**src/rtl/manchester_receiver.sv**
```systemverilog
// Manchester receiver: recovers bits from an oversampled line, frames on SYNC_WORD, 4-cycle latency to m_tvalid.
// Holds a word until m_tready (a word arriving meanwhile is dropped and sets overrun); MANCH_RX_PARITY_EN adds an even-parity bit per word.
module manchester_receiver #(
  parameter int         OVERSAMPLE = 8,
  parameter int         DATA_W     = 8,
  parameter logic [7:0] SYNC_WORD  = 8'hD5
) (
  input  logic              clk108,
  input  logic              sys_rst_n,
  input  logic              serial_in,
  output logic [DATA_W-1:0] m_tdata,
  output logic              m_tvalid,
  input  logic              m_tready,
  output logic              frame_active,
  output logic              code_err,
  output logic              overrun
);
  localparam int CNT_W = $clog2(2*OVERSAMPLE) + 1;
  localparam logic [CNT_W:0] MID_LO = (CNT_W+1)'(3*OVERSAMPLE/4);
  localparam logic [CNT_W:0] MID_HI = (CNT_W+1)'(5*OVERSAMPLE/4);
`ifdef MANCH_RX_PARITY_EN
  localparam int FRAME_BITS = DATA_W + 1;
`else
  localparam int FRAME_BITS = DATA_W;
`endif
  localparam int BC_W = $clog2(FRAME_BITS + 1);
  localparam logic [BC_W-1:0] LAST_BIT = BC_W'(FRAME_BITS - 1);
`ifdef MANCH_RX_PARITY_EN
  localparam logic [BC_W-1:0] PAR_BIT = BC_W'(DATA_W);
`endif

  typedef enum logic [1:0] {IDLE, HUNT, DATA} state_t;
  state_t state, state_nxt;

  logic              sync1, sync2, sync_d;
  logic [CNT_W-1:0]  cnt;
  logic [CNT_W:0]    elapsed;
  logic [BC_W-1:0]   bitcnt;
  logic [7:0]        sync_sr, sync_nxt;
  logic [DATA_W-1:0] word_sr;
  logic              edge_det, mid_edge, carrier_loss, par_ok;
  logic              take_edge, hunt_shift, word_shift, word_last, word_done_nxt, err_nxt;
  logic              word_done;

  always_ff @(posedge clk108 or negedge sys_rst_n) begin
    if (!sys_rst_n) begin
      sync1  <= 1'b0;
      sync2  <= 1'b0;
      sync_d <= 1'b0;
    end else begin
      sync1  <= serial_in;
      sync2  <= sync1;
      sync_d <= sync2;
    end
  end

  // elapsed counts the edge cycle itself, so a sender period of N cycles is seen as N
  assign edge_det     = sync2 ^ sync_d;
  assign elapsed      = {1'b0, cnt} + (CNT_W+1)'(1);
  assign mid_edge     = edge_det && (elapsed >= MID_LO) && (elapsed <= MID_HI);
  assign carrier_loss = elapsed > MID_HI;
  assign sync_nxt     = {sync_sr[6:0], sync2};

`ifdef MANCH_RX_PARITY_EN
  assign par_ok = ~((^word_sr) ^ sync2);
`else
  assign par_ok = 1'b1;
`endif

  always_ff @(posedge clk108 or negedge sys_rst_n) begin
    if (!sys_rst_n) state <= IDLE;
    else            state <= state_nxt;
  end

  always_comb begin
    state_nxt = state;
    case (state)
      IDLE: if (edge_det) state_nxt = HUNT;
      HUNT: begin
        if (carrier_loss)                             state_nxt = IDLE;
        else if (mid_edge && sync_nxt == SYNC_WORD)   state_nxt = DATA;
      end
      DATA: if (carrier_loss) state_nxt = IDLE;
      default: state_nxt = IDLE;
    endcase
  end

  always_comb begin
    take_edge     = 1'b0;
    hunt_shift    = 1'b0;
    word_shift    = 1'b0;
    word_last     = 1'b0;
    word_done_nxt = 1'b0;
    err_nxt       = 1'b0;
    case (state)
      IDLE: take_edge = edge_det;
      HUNT: begin
        take_edge  = mid_edge;
        hunt_shift = mid_edge;
      end
      DATA: begin
        take_edge = mid_edge;
        word_last = mid_edge && (bitcnt == LAST_BIT);
`ifdef MANCH_RX_PARITY_EN
        word_shift = mid_edge && (bitcnt != PAR_BIT);
`else
        word_shift = mid_edge;
`endif
        word_done_nxt = word_last && par_ok;
        err_nxt       = (carrier_loss && bitcnt != '0) || (word_last && !par_ok);
      end
      default: ;
    endcase
  end

  always_ff @(posedge clk108 or negedge sys_rst_n) begin
    if (!sys_rst_n) begin
      cnt          <= '0;
      bitcnt       <= '0;
      sync_sr      <= '0;
      word_sr      <= '0;
      word_done    <= 1'b0;
      code_err     <= 1'b0;
      frame_active <= 1'b0;
    end else begin
      if (take_edge)       cnt <= '0;
      else if (cnt != '1)  cnt <= cnt + CNT_W'(1);
      if (state == IDLE && edge_det) sync_sr <= '0;
      else if (hunt_shift)           sync_sr <= sync_nxt;
      if (word_shift) word_sr <= {word_sr[DATA_W-2:0], sync2};
      if (state != DATA || state_nxt != DATA) bitcnt <= '0;
      else if (mid_edge)                       bitcnt <= word_last ? '0 : bitcnt + BC_W'(1);
      word_done    <= word_done_nxt;
      code_err     <= err_nxt;
      frame_active <= (state == DATA);
    end
  end

  always_ff @(posedge clk108 or negedge sys_rst_n) begin
    if (!sys_rst_n) begin
      m_tdata  <= '0;
      m_tvalid <= 1'b0;
      overrun  <= 1'b0;
    end else if (word_done) begin
      if (m_tvalid && !m_tready) begin
        overrun <= 1'b1;
      end else begin
        m_tdata  <= word_sr;
        m_tvalid <= 1'b1;
      end
    end else if (m_tvalid && m_tready) begin
      m_tvalid <= 1'b0;
    end
  end
endmodule

```
**config.mk**
```make
export PLATFORM = sky130hd
export DESIGN_NAME = manchester_receiver
export DESIGN_NICKNAME = d
export VERILOG_FILES = /design/src/rtl/manchester_receiver.sv
export SDC_FILE = /design/constraint.sdc
export NUM_CORES = 1
export LEC_CHECK = 0
export ABC_AREA = 0
export CAP_MARGIN = 20
export CORE_MARGIN = 2
export CORE_UTILIZATION = 30
export CTS_CLUSTER_SIZE = 12
export DETAILED_ROUTE_END_ITERATION = 10
export PLACE_DENSITY_LB_ADDON = 0.12
export SETUP_SLACK_MARGIN = 0.3
export SYNTH_ARGS = -nofsm -noshare
export SYNTH_HDL_FRONTEND = slang
export SYNTH_SLANG_ARGS = --single-unit
```
**constraint.sdc**
```tcl
create_clock -name clk108 -period 2.84 [get_ports clk108]
set_input_delay 0.568 -clock clk108 [delete_from_list [all_inputs] [get_ports clk108]]
set_output_delay 0.568 -clock clk108 [all_outputs]
set_load 0.005 [all_outputs]
```
After elaboration in Yosys (flattened, before gate mapping)

Cells that the tools add are included.

Flip-flop bits (word level): 42
Logic and storage cells: 70
Output and inout port bits: 12
Input port bits: 4

Mux-type cells: 20
$lt $le $gt $ge: 3
Bitwise operators: 2
Add/sub/neg operators: 3
Equality and inequality tests: 8
Reductions and logical operators: 20

Operator list:

| cell                                                                                 | number |
|---|---|
| 7-bit two-way mux                                                                    | 2 |
| 4-bit two-way mux                                                                    | 3 |
| 5-bit two-way mux                                                                    | 2 |
| 8-bit equality test (second input constant)                                          | 1 |
| 1-bit logical AND                                                                    | 8 |
| 2-bit two-way mux                                                                    | 4 |
| 2-bit nonzero test                                                                   | 4 |
| 1-bit two-way mux                                                                    | 7 |
| 5-bit by 1-bit adder with 6-bit output (second input constant)                       | 1 |
| 6-bit by 3-bit greater-or-equal comparator with 1-bit output (second input constant) | 1 |
| 6-bit by 4-bit greater-than comparator with 1-bit output (second input constant)     | 1 |
| 6-bit by 4-bit less-or-equal comparator with 1-bit output (second input constant)    | 1 |
| 2-bit != test (second input constant)                                                | 3 |
| 2-bit case mux with 3 select lines                                                   | 1 |
| 2-bit AND reduction                                                                  | 3 |
| 5-bit by 1-bit adder with 5-bit output (second input constant)                       | 1 |
| 5-bit != test (second input constant)                                                | 1 |
| 4-bit by 1-bit adder with 4-bit output (second input constant)                       | 1 |
| 4-bit by 3-bit equality test with 1-bit output (second input constant)               | 1 |
| 4-bit nonzero test                                                                   | 1 |
| 2-bit by 1-bit equality test with 1-bit output (second input constant)               | 1 |
| 2-bit equality test (second input constant)                                          | 1 |
| 2-bit zero test                                                                      | 1 |
| 1-bit case mux with 2 select lines                                                   | 1 |
| 5 further kinds                                                                      | 5 |

Logic depth before layout (Yosys ltp)

Gate-level depths: netlist (run 1).

Depth after elaboration: 11
Mapped depth: 9
Mapped depth without buffers: 8

Worst setup path after synthesis (run 1)

No wires, ideal clock.

Path kind: flip-flop to flip-flop
From: register cnt[0]
To: register word_sr[0]
Required time: 2.715 ns
Library setup time: 0.125 ns
Period minus slack after synthesis: 2.270 ns
Data arrival time: 2.145 ns
Cell stages (with the launch flop): 9
Path buffers: 1
Slack: 0.570 ns
Cell sequence: dfrtp_1 > ha_1 > and3_1 > ha_1 > a21oi_1 > and3_1 > clkbuf_2 > nand3_2 > mux2_2

Cells in the longest elaborated chain, start to end: 5
Elaborated cells on any way between the ends: 6
Those cells by class: 1 x add/sub; 2 x order compare; 1 x mux; 2 x reduce/logical

RTL lines:

| element                                                      | RTL line | RTL |
|---|---|---|
| start: declaration                                           | 36       | `logic [CNT_W-1:0] cnt;` |
| start signal: assignment                                     | 127      | `else if (cnt != '1) cnt <= cnt + CNT_W'(1);` |
| 5-bit by 1-bit adder with 6-bit output *                     | 59       | `assign elapsed = {1'b0, cnt} + (CNT_W+1)'(1);` |
| 6-bit by 3-bit greater-or-equal comparator with 1-bit output | 60       | `assign mid_edge = edge_det && (elapsed >= MID_LO) && (elapsed <= MID_HI);` |
| 1-bit logical AND                                            | 60       |  |
| 1-bit logical AND *                                          | 60       |  |
| 1-bit two-way mux *                                          | 95       | `case (state)` |
| end signal: assignment                                       | 130      | `if (word_shift) word_sr <= {word_sr[DATA_W-2:0], sync2};` |
| end: declaration                                             | 40       | `logic [DATA_W-1:0] word_sr;` |

Every way passes the cells marked *; elsewhere a longest branch is shown, timed or not.
A chain may end at the register's enable or synchronous reset.

Worst setup path after layout (run 1)

From: register cnt[1]
To: register bitcnt[0]

Cells in the longest elaborated chain, start to end: 11
Elaborated cells on any way between the ends: 19
Those cells by class: 1 x add/sub; 3 x order compare; 1 x eq/ne; 8 x mux; 6 x reduce/logical

RTL lines:

| element                                                      | RTL line | RTL |
|---|---|---|
| 5-bit by 1-bit adder with 6-bit output *                     | 59       |  |
| 6-bit by 3-bit greater-or-equal comparator with 1-bit output | 60       |  |
| 1-bit logical AND (2 in series)                              | 60       |  |
| 1-bit logical AND                                            | 81       | `else if (mid_edge && sync_nxt == SYNC_WORD) state_nxt = DATA;` |
| 2-bit two-way mux                                            | 81       |  |
| 2-bit two-way mux                                            | 80       | `if (carrier_loss) state_nxt = IDLE;` |
| 2-bit case mux with 3 select lines                           | 77       | `case (state)` |
| 2-bit != test                                                | 131      | `if (state != DATA \|\| state_nxt != DATA) bitcnt <= '0;` |
| 1-bit logical OR                                             | 131      |  |
| 4-bit two-way mux or 2-bit nonzero test (tied branches)      | n/a      |  |
| end signal: assignment                                       | 132      | `else if (mid_edge) bitcnt <= word_last ? '0 : bitcnt + BC_W'(1);` |
| end: declaration                                             | 38       | `logic [BC_W-1:0] bitcnt;` |

Every way passes the cells marked *; elsewhere a longest branch is shown, timed or not. The select of a mux whose other input is x is not followed.

==> metrics.txt, run 1 <==
asr flop ratio synth=100%; post-layout minimum cycle time=2420 ps; Post-Synth XOR/XNOR Area=under 10%; sequential power share=42.7%; register bit total from synthesis=42; final wirelength=3570 µm; r2r worst-path depth=8; critical path startpoint category=flip-flop; compound-cell area share of the yosys netlist=9.33%; diode count=0; worst vdd ir=0.405 mV; filler instances=625; share of the synthesized area in the top cell type=52.9%; DR WL/cell=~13 µm; starting density of the core=31.1%; unrepaired setup endpoints after global routing=yes; Cell Pwr Density=approximately 700 nW/µm²; die width=between 80 and 90 µm; synthesis-to-finish area growth=18.8%; Syn Inst Count=170; placed cells=258; largest family of logic cells by synthesized area=multiplexers; Tcrit/Tclk final=85.3%; slew at the pin closest to its max-slew limit=approximately 950 ps; met1 usage=13.0%; top cells by area, synth=dfrtp_1 53%, mux2_2 9.1%, ha_1 5.7%, mux2i_1 5.0%, nor2_1 3.6%; mux cell area share after synthesis=between 10% and 20%; hold path startpoint=sync1; Nets=204; Post-DRT Antenna Nets=0; CTS Sinks=42; area leader, netlist=dfrtp_1; initial antenna violation count=0; Finish-stage setup viols=0; Die Ht=between 80 and 90 µm; GRT Total Usage=10.6%; sequential fraction of the synthesis area=52.9%; Hold Path Depth=0; Synth Area in Simple Gates=12.8%; critical path class=flip-flop to flip-flop; setup TNS=0 ps; clock network power share=28.2%; yosys warns=0; Power Internal=1.11 mW; hold path endpoint=sync2; global-route wire length before repair=6170 µm; Rel. slew slack=36.9%; worst r2r src=cnt[1]; core area=about 6400 µm²; max-slew violations=0; gr busiest metal=met2; DRT Pass-1 Iters=4; Sw Pwr=0.538 mW; CTS tree=done; worst hold path type=flip-flop to flip-flop; EDFF count, synth=0; crit-path max FO=8; count of cell types in the netlist=42; DRC violations left=0; final setup skew=about 5.6 ps; CP Data Arrival Time=around 2600 ps; reg-to-reg endpoint=bitcnt[0]; CTS Hold Bufs=0; R2R setup slack=420 ps; vias in the first global route=roughly 1400; syn_nets=183; GRT met2 Usage=18.0%; Num CTS Buffers=5; hpwl dp=approximately 2500 µm; Top Ports=16; drt via density=4.94; grt total ovfl=0; GRT met3 Usage=2.72%; Root Driver=clkbuf_8; Avg Inst Size Synth=11.7 µm²; share of power burned in combinational logic=29.2%; Post-Syn Area=1990 µm²; DR vias=1330; Final Hold Viols=0; total power=1.65 mW; clk buf depth=2; die area=7290 µm²; maximum number of pins on one net before global-route repair=43; Max Freq=about 410 MHz; number of max-cap violations=0; worst skew pair latency=290 ps; Routability Congestion=0.854; htree depth=2; top_reg_cell synth=dfrtp_1; P_leak=approximately 1.1 nW; PortBufs=15; Synth Area in Adders=5.67%; status=finished, final reports clean; CP endpoint kind=flip-flop; worst path required time=between 3000 and 4000 ps; clock-pin slew on the worst setup and hold paths=80 ps; Sw Share=32.6%; Row Count=29; Starting DRT DRC Count=77; final std cells w/o fill=269; layout cells sized above 1=18.8%; Final Core Density=37.0%
-- synth_stat cells, types with 2 or more instances --
master    number
a21oi_1        6
a31oi_1        3
and3_1         3
and4_1         2
dfrtp_1       42
ha_1           9
inv_1          8
mux2_2        16
mux2i_1       10
nand2_1        6
nand2b_1       3
nand3_1        4
nand3_2        2
nor2_1        19
nor2b_1        2
o21a_1         2
o21ai_0        2
o21bai_1       2
or3_1          2
xnor2_1        3
xor2_1         3
-- worst max-delay path by stage --
stage / startpoint / end
global route: cnt[1] / bitcnt[1]
floorplan: cnt[0] / word_sr[0]
global placement: cnt[0] / word_sr[7]
finish: cnt[1] / bitcnt[0]
detailed placement: cnt[0] / word_sr[0]
CTS: cnt[0] / word_sr[0]
-- power by group through the flow --
stage | clock network (mW) | registers [mW] | logic (mW)
after CTS | 0.486 | 0.705 | 0.433
after global routing | 0.513 | 0.712 | 0.540
final | 0.465 | 0.704 | 0.482
after detailed placement | 0 | 0.716 | 0.426
after floorplan | 0 | 0.696 | 0.356
after global placement | 0 | 0.714 | 0.410
-- critical path, stage by stage, from the launching register on --
cell,delay (ps)
dfrtp_1,460
ha_1,260
and3_1,200
ha_1,320
a21o_1,110
o21ai_1,80
or3b_1,380
a221o_1,400
nor2_1,140
-- cells by family (layout without fill, tap and decap cells) --
family | Yosys count | after routing
fa+ha+maj | 9 | 9
simple gates | 48 | 48
mux | 26 | 26
flops | 42 | 42
compound gates | 27 | 27
xor+xnor | 6 | 6
buf+inv | 12 | 34
-- cells in the final DEF (no fill, tap or decap), types with 3 or more instances in the layout --
master	instances
inv_1	8
nand2b_1	3
buf_4	3
ha_1	9
nand2_1	6
dfrtp_1	41
a21oi_1	5
a31oi_1	3
nand3_1	4
mux2i_1	10
xnor2_1	3
mux2_2	16
xor2_1	3
clkdlybuf4s50_1	14
clkbuf_8	5
nor2_1	18
-- layer usage --
layer	wire length (µm)	part of all wire (%)
met1	1620	45
met2	1760	49
met3	143	4.0
met4	42	1.2
met5	0	0
-- metrics by stage --
stage | setup WS (ps) | cell area [µm²] | hold slack [ps]
floorplan | 570 | 1990 | 272
global placement | 387 | 2210 | 342
detailed placement | 282 | 2210 | 343
CTS | 316 | 2320 | 363
global route | 290 | 2360 | 382
finish | 419 | 2360 | 360
-- cell type report --
class / count / area, µm² / share of cell area [%]
tap: 77 / 96.3 / 4.08
sequential: 42 / 1050 / 44.6
multi-input combinational: 116 / 903 / 38.3
clock buffer: 6 / 72.6 / 3.08
timing repair buffer: 18 / 168 / 7.11
inverter: 8 / 30.0 / 1.27
clock inverter: 2 / 37.5 / 1.59
-- state kept, by name, indices dropped and copies added, names as in the netlist --
signal / flops
frame_active: 1
m_tvalid: 1
word_done: 1
m_tdata: 8
cnt: 5
state: 2
overrun: 1
sync_sr: 7
sync1: 1
code_err: 1
sync2: 1
word_sr: 8
sync_d: 1
bitcnt: 4
-- timing repair --
| item | 4_1_cts | 5_1_grt |
|---|---|---|
| buffers inserted | 0 | 3 |
| pin swaps | 0 | 1 |
| resized for setup | 1 | 5 |
| setup endpoints to repair | 14 | 24 |
(Power assumes the default switching activity.)
==> run 2: changes to the inputs <==
--- a/config.mk
+++ b/config.mk
@@ -9,7 +9,7 @@
 export CAP_MARGIN = 20
 export CORE_MARGIN = 2
 export CORE_UTILIZATION = 30
-export CTS_CLUSTER_SIZE = 12
+export CTS_CLUSTER_SIZE = 40
 export DETAILED_ROUTE_END_ITERATION = 10
 export PLACE_DENSITY_LB_ADDON = 0.12
 export SETUP_SLACK_MARGIN = 0.3
==> results of run 2 <==
Final layout, timing and power as in run 1 (identical DEF).
==> patch 1, RTL diff (flow settings as in run 1) <==
One comparison of `bitcnt` changes from == to >=.
--- a/src/rtl/manchester_receiver.sv
+++ b/src/rtl/manchester_receiver.sv
@@ -100,7 +100,7 @@
       end
       DATA: begin
         take_edge = mid_edge;
-        word_last = mid_edge && (bitcnt == LAST_BIT);
+        word_last = mid_edge && (bitcnt >= LAST_BIT);
 `ifdef MANCH_RX_PARITY_EN
         word_shift = mid_edge && (bitcnt != PAR_BIT);
 `else
Check against the original RTL: no difference found for any inputs over 10 cycles, from zero or initial values and one cycle with sys_rst_n low; that may be too few to reach the edited logic, so the function may still have changed.
==> patch 1 against run 1 <==
  * Worst setup slack lost 0.14 ns
  * Power shrank 0.94%
  * Area after synthesis grew 2.2%
  * Wire length grew 5.1%
  * Design area grew 6.0%
  * Via count grew 2.9%
  * Clock power shrank 16%
  * Sequential cell count is the same
  * Clock skew grew 0.0012 ns
  * Highest routed layer unchanged
==> patch 1: results (changes against run 1) <==
Place
  – HPWL after DPL: 2640 um (+4.1%)
  – Area post-placement: 0.00233 sq mm (+5.6%)
  – Gpl congestion: 0.818 (-4.3%)
  – IO buf count: 15 (unchanged)
  – Placed cells: 267 (+3.5%)
  – Post-placement setup slack: 0.106 ns (-0.176 ns)

GRT
  – Vias in the first global route: 1357 (-0.73%)
  – Met3 usage: 3.81% (+1.1 points)
  – Met2 Use GR: 16.6% (-1.3 points)
  – First-pass GRT wire length: 6350 um (+3.0%)
  – Gr usage total: 10.9% (+0.27 points)
  – Met1 GRT Util: 14.4% (+1.3 points)

Setup path
  – R2R Setup Slk: 0.28 ns (-0.14 ns)
  – Worst reg2reg path depth: 8 (unchanged)
  – Kind of cell adding the most delay to the critical path: compound AO/OA/AOI/OAI gates
  – Crit path max fanout: 4 (-4)
  – FF-to-FF Start: cnt[0]$_DFFE_PN0P_
  – Worst path max stage delay: 0.55 ns (+0.09 ns)
  – Reg2reg end: bitcnt[2]$_DFFE_PN0P_

Synthesis
  – Post-synth net total: 185 (+1.1%)
  – Synth area leaders: dfrtp_1 52%, mux2_4 5.9%, ha_1 5.5%
  – Post-synthesis cell type count: 45 (+7.1%)
  – Avg Cell Area, Syn: 11.8 sq um (+1.0%)
  – Top cells by count, synth: 42 x dfrtp_1, 15 x nand2_1, 10 x nor2_1
  – Sequential share of the synthesized area: 51.8% (-1.1 points)

Power
  – Static leakage: 0.00112 uW (-0.53%)
  – Maximum vdd drop: 0.392 mV (-3.4%)

STA
  – Worst-Margin Slew: 0.914 ns (-0.0328 ns)
  – Worst Clk Skew: 0.00686 ns (+0.00123 ns)

Final layout
  – Largest registers: m_tdata: 8 flops, word_sr: 8 flops, sync_sr: 7 flops
  – Layout cells sized above 1: 26.5% (+7.7 points)
  – Finished Layout Cells: 281 (+4.5%)
  – Total Nets Final: 216 (+5.9%)
  – Multi-input logic area: 996 sq um (+10%)
  – Fillers: 620 (-0.80%)

Route
  – DRT met1 WL: 1790 um (+10%)
  – Met2 WL: 1770 um (+0.63%)
  – Metal3 WL: 135 um (-5.6%)
  – WL per Instance: 13.3 um (+0.59%)
  – DR vias/cell: 4.87 (-1.5%)

Clocking
  – # Post-CTS Setup Buffers: 2 (+2)
  – Root buffer cell: clkbuf_8
  – Post_cts resized: 6 (+5)

Run status
  – Status: completed
patch 1: changes by cell type in the layout (fill, tap and decap cells not counted), moves of 3 or more:
cell             run 1  this run
a21boi_2             0         3
mux2_2              16         8
mux2_4               0         8
o21ai_1              1         8
nand2_1              6        15
mux2i_1             10         3
nand3_1              4         7
buf_4                3        12
nand4_1              0         3
nor2_1              18        10
patch 1: cells by family after synthesis:
kind of cell | count (synthesis) | synth area share [%]
buffers and inverters | 13 | 2.96
muxes | 19 | 11.8
xor gates and xnor gates | 5 | 2.16
adders and majority gates | 9 | 5.55
AOI/OAI and AO/OA | 34 | 12.9
DFF | 42 | 51.8
and+or+nand+nor | 50 | 12.8
patch 1: final cells by class:
type	instances	share of cell area [%]
timing repair buffer	27	9.40
sequential	42	42.0
tap	77	3.85
clock buffer	5	2.75
clock inverter	3	0.850
inverter	9	1.35
multi-input combinational	118	39.8
patch 1: how the worst max path moves through the flow:
stage	from	to	slack (ns)	cells past startpoint
2_1_floorplan	cnt[0]$_DFFE_PN0P_	word_sr[0]$_DFFE_PN0P_	0.19	9
3_3_place_gp	cnt[1]$_DFFE_PN0P_	word_sr[7]$_DFFE_PN0P_	0.18	8
3_5_place_dp	cnt[1]$_DFFE_PN0P_	word_sr[5]$_DFFE_PN0P_	0.11	8
4_1_cts	cnt[0]$_DFFE_PN0P_	bitcnt[0]$_DFFE_PN0P_	0.26	8
6_report	cnt[0]$_DFFE_PN0P_	bitcnt[2]$_DFFE_PN0P_	0.28	8
5_1_grt	cnt[1]$_DFFE_PN0P_	bitcnt[0]$_DFFE_PN0P_	0.19	8
patch 1: where the power goes:
group          total, uW  internal (uW)  switching [uW]
Sequential           677            639            37.5
Clock                390            173             217
Combinational        568            248             320
==> patch 2, RTL diff (flow settings as in run 1) <==
Without the edit above. Build with the macro `MANCH_RX_PARITY_EN` defined.
--- a/src/rtl/manchester_receiver.sv
+++ b/src/rtl/manchester_receiver.sv
@@ -1,5 +1,7 @@
 // Manchester receiver: recovers bits from an oversampled line, frames on SYNC_WORD, 4-cycle latency to m_tvalid.
 // Holds a word until m_tready (a word arriving meanwhile is dropped and sets overrun); MANCH_RX_PARITY_EN adds an even-parity bit per word.
+`define MANCH_RX_PARITY_EN
+
 module manchester_receiver #(
   parameter int         OVERSAMPLE = 8,
   parameter int         DATA_W     = 8,
Check against the original RTL: same outputs for any inputs over 10 cycles, from zero or initial values and one cycle with sys_rst_n low; that may be too few to reach the edited logic, so the function may still have changed.
==> patch 2 against run 1 <==
  * Hold slack worse by 0.0035 ns
  * Non-clock buffer count increased by 5
  * Design area rose by 7.8%
  * Area after synthesis is 6.3% higher
  * Power rose by 3.4%
  * Sequential cell count did not move
  * Cell count rose by 15%
  * Worst setup slack got worse by 0.047 ns
  * Wire length up 16%
  * Critical endpoint is now bitcnt[3]$_DFFE_PN0P_
  * Largest power group unchanged
  * Highest routed layer unchanged
==> patch 2: results (changes against run 1) <==
Power
  – Clk. pwr: 378 uW (-19%)
  – Flop pwr share: 40.7% (-2.0 points)
  – Maximum vdd drop: 0.242 mV (-40%)
  – Static leakage: 0.00108 uW (-4.1%)
  – Gate power share: 37.1% (+7.9 points)
  – Sw frac: 36.4% (+3.8 points)

Final layout
  – N_diodes: 0 (unchanged)
  – Total Nets Final: 226 (+11%)
  – Finished Layout Cells: 309 (+15%)
  – Layout cells sized above 1: 17.4% (-1.4 points)
  – Largest registers: m_tdata: 8 flops, word_sr: 8 flops, sync_sr: 7 flops

Synthesis
  – Yosys warns: 0 (unchanged)
  – Largest area contributor in the netlist: dfrtp_1
  – Most used DFF post-synth: dfrtp_1
  – Top cells by count, synth: 42 x dfrtp_1, 14 x nand2_1, 11 x a21oi_1, 11 x nor2_1, 10 x nand3_1
  – Sequential share of the synthesized area: 49.8% (-3.1 points)
  – Asr flop ratio synth: 100% (unchanged)
  – Post-synth net total: 202 (+10%)
  – Post-synthesis cell type count: 43 (+2.4%)
  – Synth area leaders: dfrtp_1 50%, ha_1 5.3%, mux2_1 4.3%
  – Mapped Cells: 189 (+11%)

Setup path
  – Data arrival time of the worst path: 2.68 ns (+0.04 ns)
  – Kind of cell adding the most delay to the critical path: simple AND/OR/NAND/NOR gates
  – Slowest CP cell: dfrtp_1
  – Worst reg2reg path depth: 9 (+1)
  – Crit path max fanout: 7 (-1)
  – Worst path max stage delay: 0.40 ns (-0.06 ns)

Route
  – Top Metal Used: met4
  – Met2 WL: 2030 um (+16%)
  – Detailed Routing Iterations Pass 1: 4 (unchanged)
  – DR vias/cell: 4.77 (-3.5%)
  – WL per Instance: 13.4 um (+0.72%)
  – Drc violations: 0 (unchanged)
  – Drt initial violations: 50 (-35%)
  – DRT met1 WL: 1900 um (+17%)
  – Metal3 WL: 120 um (-16%)

Run status
  – Status: completed

Worst hold path
  – Min-Delay Path Class: reg -> reg
  – Hold Crit Depth: 0 (unchanged)

GRT
  – Met3 usage: 2.83% (+0.10 points)
  – Vias in the first global route: 1464 (+7.1%)
  – Gr usage total: 11.5% (+0.91 points)
  – First-pass GRT wire length: 6890 um (+12%)
  – Initial antenna violation count: 0 (unchanged)
  – Met1 GRT Util: 14.8% (+1.8 points)
  – Met2 Use GR: 18.4% (+0.42 points)

Place
  – Gpl congestion: 0.749 (-12%)
  – HPWL after DPL: 2810 um (+11%)
  – Post-placement setup slack: 0.0600 ns (-0.222 ns)
  – Area post-placement: 0.00237 sq mm (+7.3%)
  – Placed cells: 298 (+16%)

Clocking
  – Clk_lat worst skew: 0.29 ns (about the same)
  – Root buffer cell: clkbuf_8
  – Htree depth: 2 (unchanged)
  – Reg clk slew, reported paths: 0.08 ns (about the same)
  – Clk buf depth: 2 (unchanged)

STA
  – Worst Clk Skew: 0.00298 ns (-0.00265 ns)
  – Rel. slew slack: 37.7% (+0.83 points)
patch 2: cell types whose count changed in the layout (fill, tap and decap cells not counted), moves of 6 or more:
cell | before | now
mux2_1 | 0 | 8
mux2_2 | 16 | 8
mux2i_1 | 10 | 2
xnor2_1 | 3 | 9
a21oi_1 | 5 | 11
nor2_1 | 18 | 11
nand2_1 | 6 | 14
patch 2: logic make-up after synthesis:
kind of cell,synth area share (%)
AOI/OAI and AO/OA,10.7
xor gates and xnor gates,5.81
adders and majority gates,5.34
buffers and inverters,3.32
DFF,49.8
muxes,9.48
and+or+nand+nor,15.5
patch 2: worst paths after layout:
check	endpoint	slack [ns]	start
max in group asynchronous	sync_sr[1]$_DFFE_PN0P_	1.85	sys_rst_n
worst min-delay path	sync2$_DFF_PN0_	0.36	sync1$_DFF_PN0_
worst min register to register	sync2$_DFF_PN0_	0.36	sync1$_DFF_PN0_
worst max-delay path	bitcnt[3]$_DFFE_PN0P_	0.37	cnt[1]$_DFFE_PN0P_
worst max register to register	bitcnt[3]$_DFFE_PN0P_	0.37	cnt[1]$_DFFE_PN0P_
min in group asynchronous	m_tvalid$_DFFE_PN0P_	0.41	sys_rst_n
patch 2: cell type report:
| type | count | area [sq um] |
|---|---|---|
| multi-input cells | 133 | 1050 |
| repair buffers | 23 | 209 |
| flip-flops and latches | 42 | 1050 |
| inverters | 8 | 30.0 |
| fillers | 666 | 4250 |
| clock buffers | 6 | 72.6 |
| well taps | 96 | 120 |
| clock inverters | 1 | 7.51 |
patch 2: what timing repair did:
action,4_1_cts,5_1_grt
pin swaps,3,5
setup buffers,4,0
endpoints found under the setup margin,12,9
resized for setup,7,6
